### config.mk
export PLATFORM = sky130hd
export DESIGN_NAME = vgm_wb_master_protocol_monitor
export DESIGN_NICKNAME = d
export VERILOG_FILES = /design/src/rtl/vgm_wb_master_protocol_monitor.sv
export SDC_FILE = /design/constraint.sdc
export NUM_CORES = 1
export LEC_CHECK = 0
export BUFFER_PORTS_ARGS = -buffer_cell sky130_fd_sc_hd__clkbuf_2
export CAP_MARGIN = 0
export CORE_MARGIN = 10
export CORE_UTILIZATION = 55
export CTS_CLUSTER_SIZE = 14
export DETAILED_ROUTE_END_ITERATION = 12
export GPL_TIMING_DRIVEN = 0
export PLACE_DENSITY = 0.79
export SLEW_MARGIN = 0
export SYNTH_ARGS = -nofsm -noshare
export SYNTH_HDL_FRONTEND = slang
export SYNTH_SLANG_ARGS = --single-unit
### constraint.sdc
create_clock -name CLK_I -period 3.8 [get_ports CLK_I]
set_clock_uncertainty 0.2 [all_clocks]
set_input_delay 0 -clock CLK_I [delete_from_list [all_inputs] [get_ports CLK_I]]
set_output_delay 0 -clock CLK_I [all_outputs]
set_load 0.01 [all_outputs]
### src/rtl/vgm_wb_master_protocol_monitor.sv
// Passive Wishbone B4 master-side protocol monitor: sticky/pulsed violation flags and a transfer counter.
// Define VGM_WB_PIPELINED_EN for pipelined monitoring (adds STALL_I and MAX_OUTSTANDING).
//
// state    | meaning
// IDLE     | no transfer pending
// WAIT_ACK | strobe issued, waiting for ACK_I/ERR_I
module vgm_wb_master_protocol_monitor #(
  parameter int ADR_WIDTH = 32,
  parameter int DAT_WIDTH = 32,
  parameter int SEL_WIDTH = DAT_WIDTH/8,
  parameter int TIMEOUT   = 16,
  parameter int CNT_WIDTH = 16
`ifdef VGM_WB_PIPELINED_EN
  , parameter int MAX_OUTSTANDING = 4
`endif
) (
  input  logic                 CLK_I,
  input  logic                 RST_I,
  input  logic                 CYC_O,
  input  logic                 STB_O,
  input  logic                 WE_O,
  input  logic [ADR_WIDTH-1:0] ADR_O,
  input  logic [DAT_WIDTH-1:0] DAT_O,
  input  logic [SEL_WIDTH-1:0] SEL_O,
  input  logic                 ACK_I,
  input  logic                 ERR_I,
`ifdef VGM_WB_PIPELINED_EN
  input  logic                 STALL_I,
`endif
  input  logic                 clr_i,
  output logic [5:0]           viol_o,
  output logic                 viol_pulse_o,
  output logic                 busy_o,
  output logic [CNT_WIDTH-1:0] xfer_cnt_o
);

  localparam logic [0:0]  IDLE     = 1'b0;
  localparam logic [0:0]  WAIT_ACK = 1'b1;
  localparam logic [15:0] TMO      = 16'(TIMEOUT);

  logic [0:0]           state_q, state_d;
  logic [15:0]          timer_q, timer_d;
  logic                 sh_we;
  logic [ADR_WIDTH-1:0] sh_adr;
  logic [DAT_WIDTH-1:0] sh_dat;
  logic [SEL_WIDTH-1:0] sh_sel;
  logic [5:0]           viol_q, viol_d, new_viol;
  logic                 pulse_q, pulse_d;
  logic [CNT_WIDTH-1:0] xfer_q;
  logic                 capture, xfer_inc, strobe, ack_any, mismatch;

`ifdef VGM_WB_PIPELINED_EN
  localparam int            OW   = $clog2(MAX_OUTSTANDING + 1);
  localparam logic [OW-1:0] OMAX = OW'(MAX_OUTSTANDING);
  logic [OW-1:0] outs_q, outs_d;
  logic          issue, held, held_q;
`endif

  always_comb begin
    strobe   = CYC_O & STB_O;
    ack_any  = ACK_I | ERR_I;
    // write data only has to hold on writes
    mismatch = (sh_we != WE_O) | (sh_adr != ADR_O) | (sh_sel != SEL_O) |
               (sh_we & (sh_dat != DAT_O));
    new_viol = '0;
    state_d  = state_q;
    timer_d  = timer_q;
    capture  = 1'b0;
    xfer_inc = 1'b0;
    new_viol[2] = STB_O & ~CYC_O;
    new_viol[5] = ACK_I & ERR_I;
`ifdef VGM_WB_PIPELINED_EN
    issue  = strobe & ~STALL_I;
    held   = strobe & STALL_I;
    outs_d = outs_q;
    new_viol[4] = ack_any & (outs_q == '0) & ~issue;
    if (held_q && held && mismatch) new_viol[0] = 1'b1;
    if (held_q && !STB_O) new_viol[1] = 1'b1;
    if (issue && outs_q == OMAX) new_viol[1] = 1'b1;
    capture  = held & ~held_q;
    xfer_inc = ack_any & ((outs_q != '0) | issue);
    if (!CYC_O) begin
      if (outs_q != '0) new_viol[1] = 1'b1;
      outs_d = '0;
    end else if (issue && !ack_any) begin
      if (outs_q != OMAX) outs_d = outs_q + OW'(1);
    end else if (ack_any && !issue && outs_q != '0) begin
      outs_d = outs_q - OW'(1);
    end
    if (outs_d == '0 || ack_any) timer_d = '0;
    else if (timer_q < TMO)      timer_d = timer_q + 16'd1;
    state_d = (outs_d != '0) ? WAIT_ACK : IDLE;
`else
    new_viol[4] = ack_any & ~strobe;
    case (state_q)
      IDLE: begin
        if (strobe) begin
          if (ack_any) begin
            xfer_inc = 1'b1;
          end else begin
            capture = 1'b1;
            timer_d = 16'd1;
            state_d = WAIT_ACK;
          end
        end
      end
      WAIT_ACK: begin
        if (mismatch) new_viol[0] = 1'b1;
        if (!strobe) begin
          new_viol[1] = 1'b1;
          state_d     = IDLE;
          timer_d     = '0;
        end else if (ack_any) begin
          xfer_inc = 1'b1;
          state_d  = IDLE;
          timer_d  = '0;
        end else if (timer_q < TMO) begin
          timer_d = timer_q + 16'd1;
        end
      end
      default: begin
        state_d = IDLE;
        timer_d = '0;
      end
    endcase
`endif
    // timeout fires once, on the transition onto the limit
    if (timer_d == TMO && timer_q != TMO) new_viol[3] = 1'b1;
    viol_d  = (clr_i ? 6'h00 : viol_q) | new_viol;
    pulse_d = |(new_viol & (clr_i ? 6'h3f : ~viol_q));
  end

  always_ff @(posedge CLK_I or posedge RST_I) begin
    if (RST_I) begin
      state_q <= IDLE;
      timer_q <= '0;
      sh_we   <= 1'b0;
      sh_adr  <= '0;
      sh_dat  <= '0;
      sh_sel  <= '0;
      viol_q  <= '0;
      pulse_q <= 1'b0;
      xfer_q  <= '0;
`ifdef VGM_WB_PIPELINED_EN
      outs_q  <= '0;
      held_q  <= 1'b0;
`endif
    end else begin
      state_q <= state_d;
      timer_q <= timer_d;
      viol_q  <= viol_d;
      pulse_q <= pulse_d;
      if (capture) begin
        sh_we  <= WE_O;
        sh_adr <= ADR_O;
        sh_dat <= DAT_O;
        sh_sel <= SEL_O;
      end
      if (xfer_inc && xfer_q != '1) xfer_q <= xfer_q + CNT_WIDTH'(1);
`ifdef VGM_WB_PIPELINED_EN
      outs_q <= outs_d;
      held_q <= held;
`endif
    end
  end

  assign viol_o       = viol_q;
  assign viol_pulse_o = pulse_q;
  assign busy_o       = (state_q == WAIT_ACK);
  assign xfer_cnt_o   = xfer_q;

endmodule

Yosys cells after proc, flatten, opt, wreduce, memory -nomap -nowiden
Index checks and enable logic that the tools add are counted.
{ "word_totals": {"register_bits": 109, "inputBits": 76, "out_inout_bits": 24, "elab_cells": 54} }
{ "classes": {"n_addsub": 2, "magnitude_cmp": 1, "n_eq_ne": 7, "mux": 17, "bitwise": 15, "n_reduce_logical": 3} }
{ "op_table": {"columns": ["op", "n"], "rows": [
  ["$mux 16", 5],
  ["$ne 32x32->1", 2],
  ["$add 16x1->16 const B", 2],
  ["$pmux 16 s2", 1],
  ["$eq 16x5->1 const B", 1],
  ["$lt 16x5->1 const B", 1],
  ["$ne 16x16->1 const B", 1],
  ["$ne 16x5->1 const B", 1],
  ["$mux 6", 2],
  ["$mux 1", 8],
  ["$and 6x6->6", 1],
  ["$not 6->6", 1],
  ["$or 6x6->6", 1],
  ["$reduce_or 6->1", 1],
  ["$and 1x1->1", 5],
  ["$ne 4x4->1", 1],
  ["$or 1x1->1", 4],
  ["$not 1->1", 3],
  ["$logic_and 1x1->1", 2],
  ["$mux 2", 1],
  ["$ne 1x1->1", 1]
]} }

Depth between registers and ports, before layout
{ "depth": {"word_depth": 10, "ltp_mapped": 8, "depth_no_buf": 8} }

Worst setup path before layout
OpenSTA, ideal clock, no wires.
{ "synth_timing": {"path_kind": "register -> register", "startpoint": "register timer_q[10]", "endpoint": "register viol_q[3], in the netlist viol_o[3]", "setup_ps": 66, "arrival_time_ps": 1776, "t_required_ps": 3534, "setup_slack_ps": 1758, "path_stages_with_launch": 7, "path_buffers": 0, "synth_period_minus_slack_ps": 2042, "path_cell_list": "dfrtp_1 nor4_4 nand4_4 mux2_4 a31oi_4 and4_1 a32o_2"} }
{ "synth_via": {"elab_chain_cells": 9, "word_cells_on_any_way": 13, "cone_classes": "1 x add/sub; 1 x order compare; 2 x eq/ne; 7 x mux; 1 x bitwise; 1 x reduce/logical"} }
{ "synth_rtl": {"columns": ["element", "line_no", "rtl"], "rows": [
  ["start: declaration", "42", "logic [15:0] timer_q, timer_d;"],
  ["start signal: assignment", "150", "timer_q <= timer_d;"],
  ["$add 16x1->16 or $lt 16x5->1 (tied branches)", "118, 117", null],
  ["$mux 16", "117", "end else if (timer_q < TMO) begin"],
  ["$mux 16", "113", "end else if (ack_any) begin"],
  ["$mux 16", "109", "if (!strobe) begin"],
  ["$pmux 16 s2", "95", "case (state_q)"],
  ["$eq 16x5->1", "128", "if (timer_d == TMO && timer_q != TMO) new_viol[3] = 1'b1;"],
  ["$logic_and 1x1->1 (*)", "128", null],
  ["$mux 1 (*)", "128", null],
  ["$or 6x6->6 (*)", "129", "viol_d = (clr_i ? 6'h00 : viol_q) | new_viol;"],
  ["via viol_d[3]", "47", "logic [5:0] viol_q, viol_d, new_viol;"],
  ["end signal: assignment", "151", "viol_q <= viol_d;"],
  ["end: declaration", "47", null]
]} }
The timed path passes the listed nets; every way through them passes the cells marked *.
A chain may end at the register's enable or synchronous reset.

Worst setup path in the final report
{ "layout_timing": {"startpoint": "register state_q, in the netlist busy_o", "endpoint": "register sh_adr[23]"} }
{ "layout_via": {"elab_chain_cells": 1} }
{ "layout_rtl": {"columns": ["element", "line_no", "rtl"], "rows": [
  ["start: declaration", "41", "logic [0:0] state_q, state_d;"],
  ["start signal: assignment", "149", "state_q <= state_d;"],
  ["$mux 1", "95", null],
  ["end signal: assignment", "138", "sh_adr <= '0;"],
  ["end signal: assignment", "155", "sh_adr <= ADR_O;"],
  ["end: declaration", "44", "logic [ADR_WIDTH-1:0] sh_adr;"]
]} }
No other way between the ends.

==> summary.md <==
| Metric | Value |
|---|---|
| Status | finished clean |
| Reg2reg path depth | 4 |
| Chip width | ~120 um |
| Clock insertion delay at the later pin of the skew report | 370 ps |
| Setup bufs post-CTS | 0 |
| Area growth, synth to finish | 31.24% |
| Reg clk slew, reported paths | around 110 ps |
| CTS H-tree depth | 3 |
| Max incr delay on CP | ~530 ps |
| Fill cells | 626 |
| Hold Buf Count CTS | 78 |
| Post-synth EDFFs | 0 |
| WP depth | 4 |
| Post-synthesis sequential area ratio | 0.5276 |
| Largest net degree at the start of global routing | 69 |
| Critical path buffer and inverter count | 2 |
| Post-synth top area share | 0.5276 |
| Path type of the worst setup path | flip-flop to flip-flop |
| Crit path launch type | flip-flop |
| Mux share of post-synthesis cell area | 0.1573 |
| DRT Pass-1 Iters | 4 |
| Overall global routing resource usage | 0.1922 |
| Die Span Y | roughly 120 um |
| Post-Route WL | around 13,000 um |
| Xor and xnor area share after synthesis | 0.1440 |
| Wire length per cell | between 15 and 20 um |
| Clk buf depth | 2 |
| Delay-heaviest family, CP | buffers and inverters |
| Min Tclk post-route | 2472 ps |
| Worst-margin pin slew | 824.0 ps |
| CP max stage cell | clkbuf_1 |
| Synthesized area | around 5200 um^2 |
| Crit end category | flip-flop |
| CP cell instances | buf_1 > nor2_1 > clkbuf_1 > mux2_1 |
| Sink Count | 109 |
| Dpl hpwl | roughly 8000 um |
| Cells after Synth | between 400 and 500 |
| DR vias | ~3,800 |
| Vias in the first global route | ~4,100 |
| Hold Path Class | primary input to asynchronous set/reset pin |
| Initial antenna violation count | 0 |
| Critical path fanouts, max | 10 |
| Mapped Nets | 489 |
| Maximum clock frequency | 0.4045 GHz |
| Adder-Cell Fraction of Synth Area | 0.007260 |
| Asr flop ratio synth | 1.000 |
| RSZ-0062 raised after global routing | no |
| Synth Area in Compound Gates | 0.03098 |
| Slew Limit Fails | 0 |
| P per Cell Area | 419.2 nW/um^2 |
| YS warnings | 0 |
| Worst Path Required | 3860 ps |
| Rows | 35 |
| RePlAce Congestion | between 0.8 and 0.9 |
| Final setup fails | 0 |
| Share of cells above drive strength 1 | 0.3013 |
| Simple-gate share of the synthesized area | 0.1128 |
| Final period utilization | 0.6505 |
| Syn_area_per_cell | about 13 um^2 |
| Commonest non-fill, non-tap cell in the layout | dfrtp_1 |
| Post-layout power | around 2.8 mW |
| Max transition margin | 0.4507 |
| Worst EP arrival | 2530 ps |
| Largest family of logic cells by synthesized area | multiplexers |
| Synth cell types | 50 |
| Core area | between 9000 and 10,000 um^2 |
| First-pass GRT wire length | 20,780 um |
| NumNets Final | between 600 and 700 |
| Max VDD drop | 0.0002773 V |
| CTS tree | yes |
| Final Hold Vio Count | 0 |
| Initial Utilization | 0.5622 |
| Commonest cells after routing, fill and taps aside | 109 x dfrtp_1, 99 x clkbuf_2, 78 x dlygate4sd3_1 |
| Io pins | 100 |
| Yosys reg bits | approximately 110 |
| Max Cap Viol | 0 |
| Vias per cell | between 5 and 6 |
| Post-Route Setup TNS | 0 ps |
| Gr ovfl total | 0 |
| Synth area leader | dfrtp_1 |
| Die footprint | ~14,000 um^2 |
| Final ANT Viol Nets | 0 |
| Initial DRC Count | 150 |
| Drc violations | 0 |
| CTS buffer count | 9 |
| Leak Pwr | roughly 3.1 nW |
| Root Buffer | clkbuf_8 |
| Most used DFF post-synth | dfrtp_1 |
| Post-CTS Resized | 0 |
| Port Buf Inserts | 99 |
| Ranking of synthesized cells by area | dfrtp_1 53%, xnor2_1 13%, mux2_2 10% |
| Ant. Diodes | 0 |
[through the flow]
stage,worst slack (ps),std cells,hold slack (ps),cell area [um^2],utilization
5_1_grt,1152,715,222.8,6785,0.7378
6_report,1328,715,157.5,6785,0.7378
3_5_place_dp,1342,621,3.382,5827,0.6336
3_3_place_gp,-412.4,620,-5.687,5804,0.6312
4_1_cts,1296,715,166.6,6785,0.7378
2_1_floorplan,726.1,410,-103.6,5170,-
[flip-flops by register name, summed over array words and instances (netlist names)]
signal / count
timer_q: 16
busy_o: 1
sh_sel: 4
sh_we: 1
xfer_cnt_o: 16
sh_adr: 32
sh_dat: 32
viol_pulse_o: 1
viol_o: 6
[layout make-up]
cell class / count / area, um^2 / area share
Buffer: 10 / 43.79 / 0.006454
Clock buffer: 12 / 145.1 / 0.02139
Clock inverter: 4 / 32.53 / 0.004794
Inverter: 16 / 62.56 / 0.009220
Multi-Input combinational cell: 275 / 2338 / 0.3446
Sequential cell: 109 / 2728 / 0.4020
Tap cell: 111 / 138.9 / 0.02047
Timing Repair Buffer: 178 / 1296 / 0.1910
[report_power, final]
part | internal [mW] | total (mW) | switching [mW]
Sequential | 1.36 | 1.52 | 0.156
Combinational | 0.398 | 0.676 | 0.278
Clock | 0.261 | 0.650 | 0.389
Total | 2.02 | 2.84 | 0.823
[metal layers]
| layer | track usage | routed length (um) | vias to the layer above |
|---|---|---|---|
| li1 | - | - | 1809 |
| met1 | 0.2196 | 5045 | 1902 |
| met2 | 0.3472 | 6751 | 82 |
| met3 | 0.03721 | 529 | 21 |
| met4 | 0.07166 | 232 | 0 |
| met5 | 0 | 0 | - |
[final timing paths]
kind | start | endpoint | slack (ps)
setup / recovery | busy_o | sh_adr[23] | 1330
hold / removal | RST_I | sh_adr[23] | 160
setup reg to reg | busy_o | sh_adr[23] | 1330
hold reg to reg | xfer_cnt_o[15] | xfer_cnt_o[15] | 300
max in group asynchronous | RST_I | sh_sel[1] | 2540
min in group CLK_I | ADR_O[26] | sh_adr[26] | 220
[cell usage after synthesis (all sizes together) (2+ instances only)]
cell type	number
ha	3
o21ai	8
and3	2
dfrtp	109
and4	5
nor2b	2
nand2	13
nor3	6
a21oi	2
inv	16
a31oi	2
nor2	10
nor4	5
nand4	23
and2	14
clkbuf	4
xnor2	76
nand3	9
mux2	71
xor2	9
buf	6
[worst min-delay path: stages]
cell and delay (ps):
dlygate4sd3_1 540, clkbuf_2 130, inv_4 600
[cells by family (layout without fill, tap and decap cells)]
kind of cell,Yosys count,after routing
AOI/OAI and AO/OA,21,21
muxes,72,72
and+or+nand+nor,94,94
buffers and inverters,26,220
DFF,109,109
adders and majority gates,3,3
xor gates and xnor gates,85,85
Note: power is estimated with default switching activity, not from simulation.
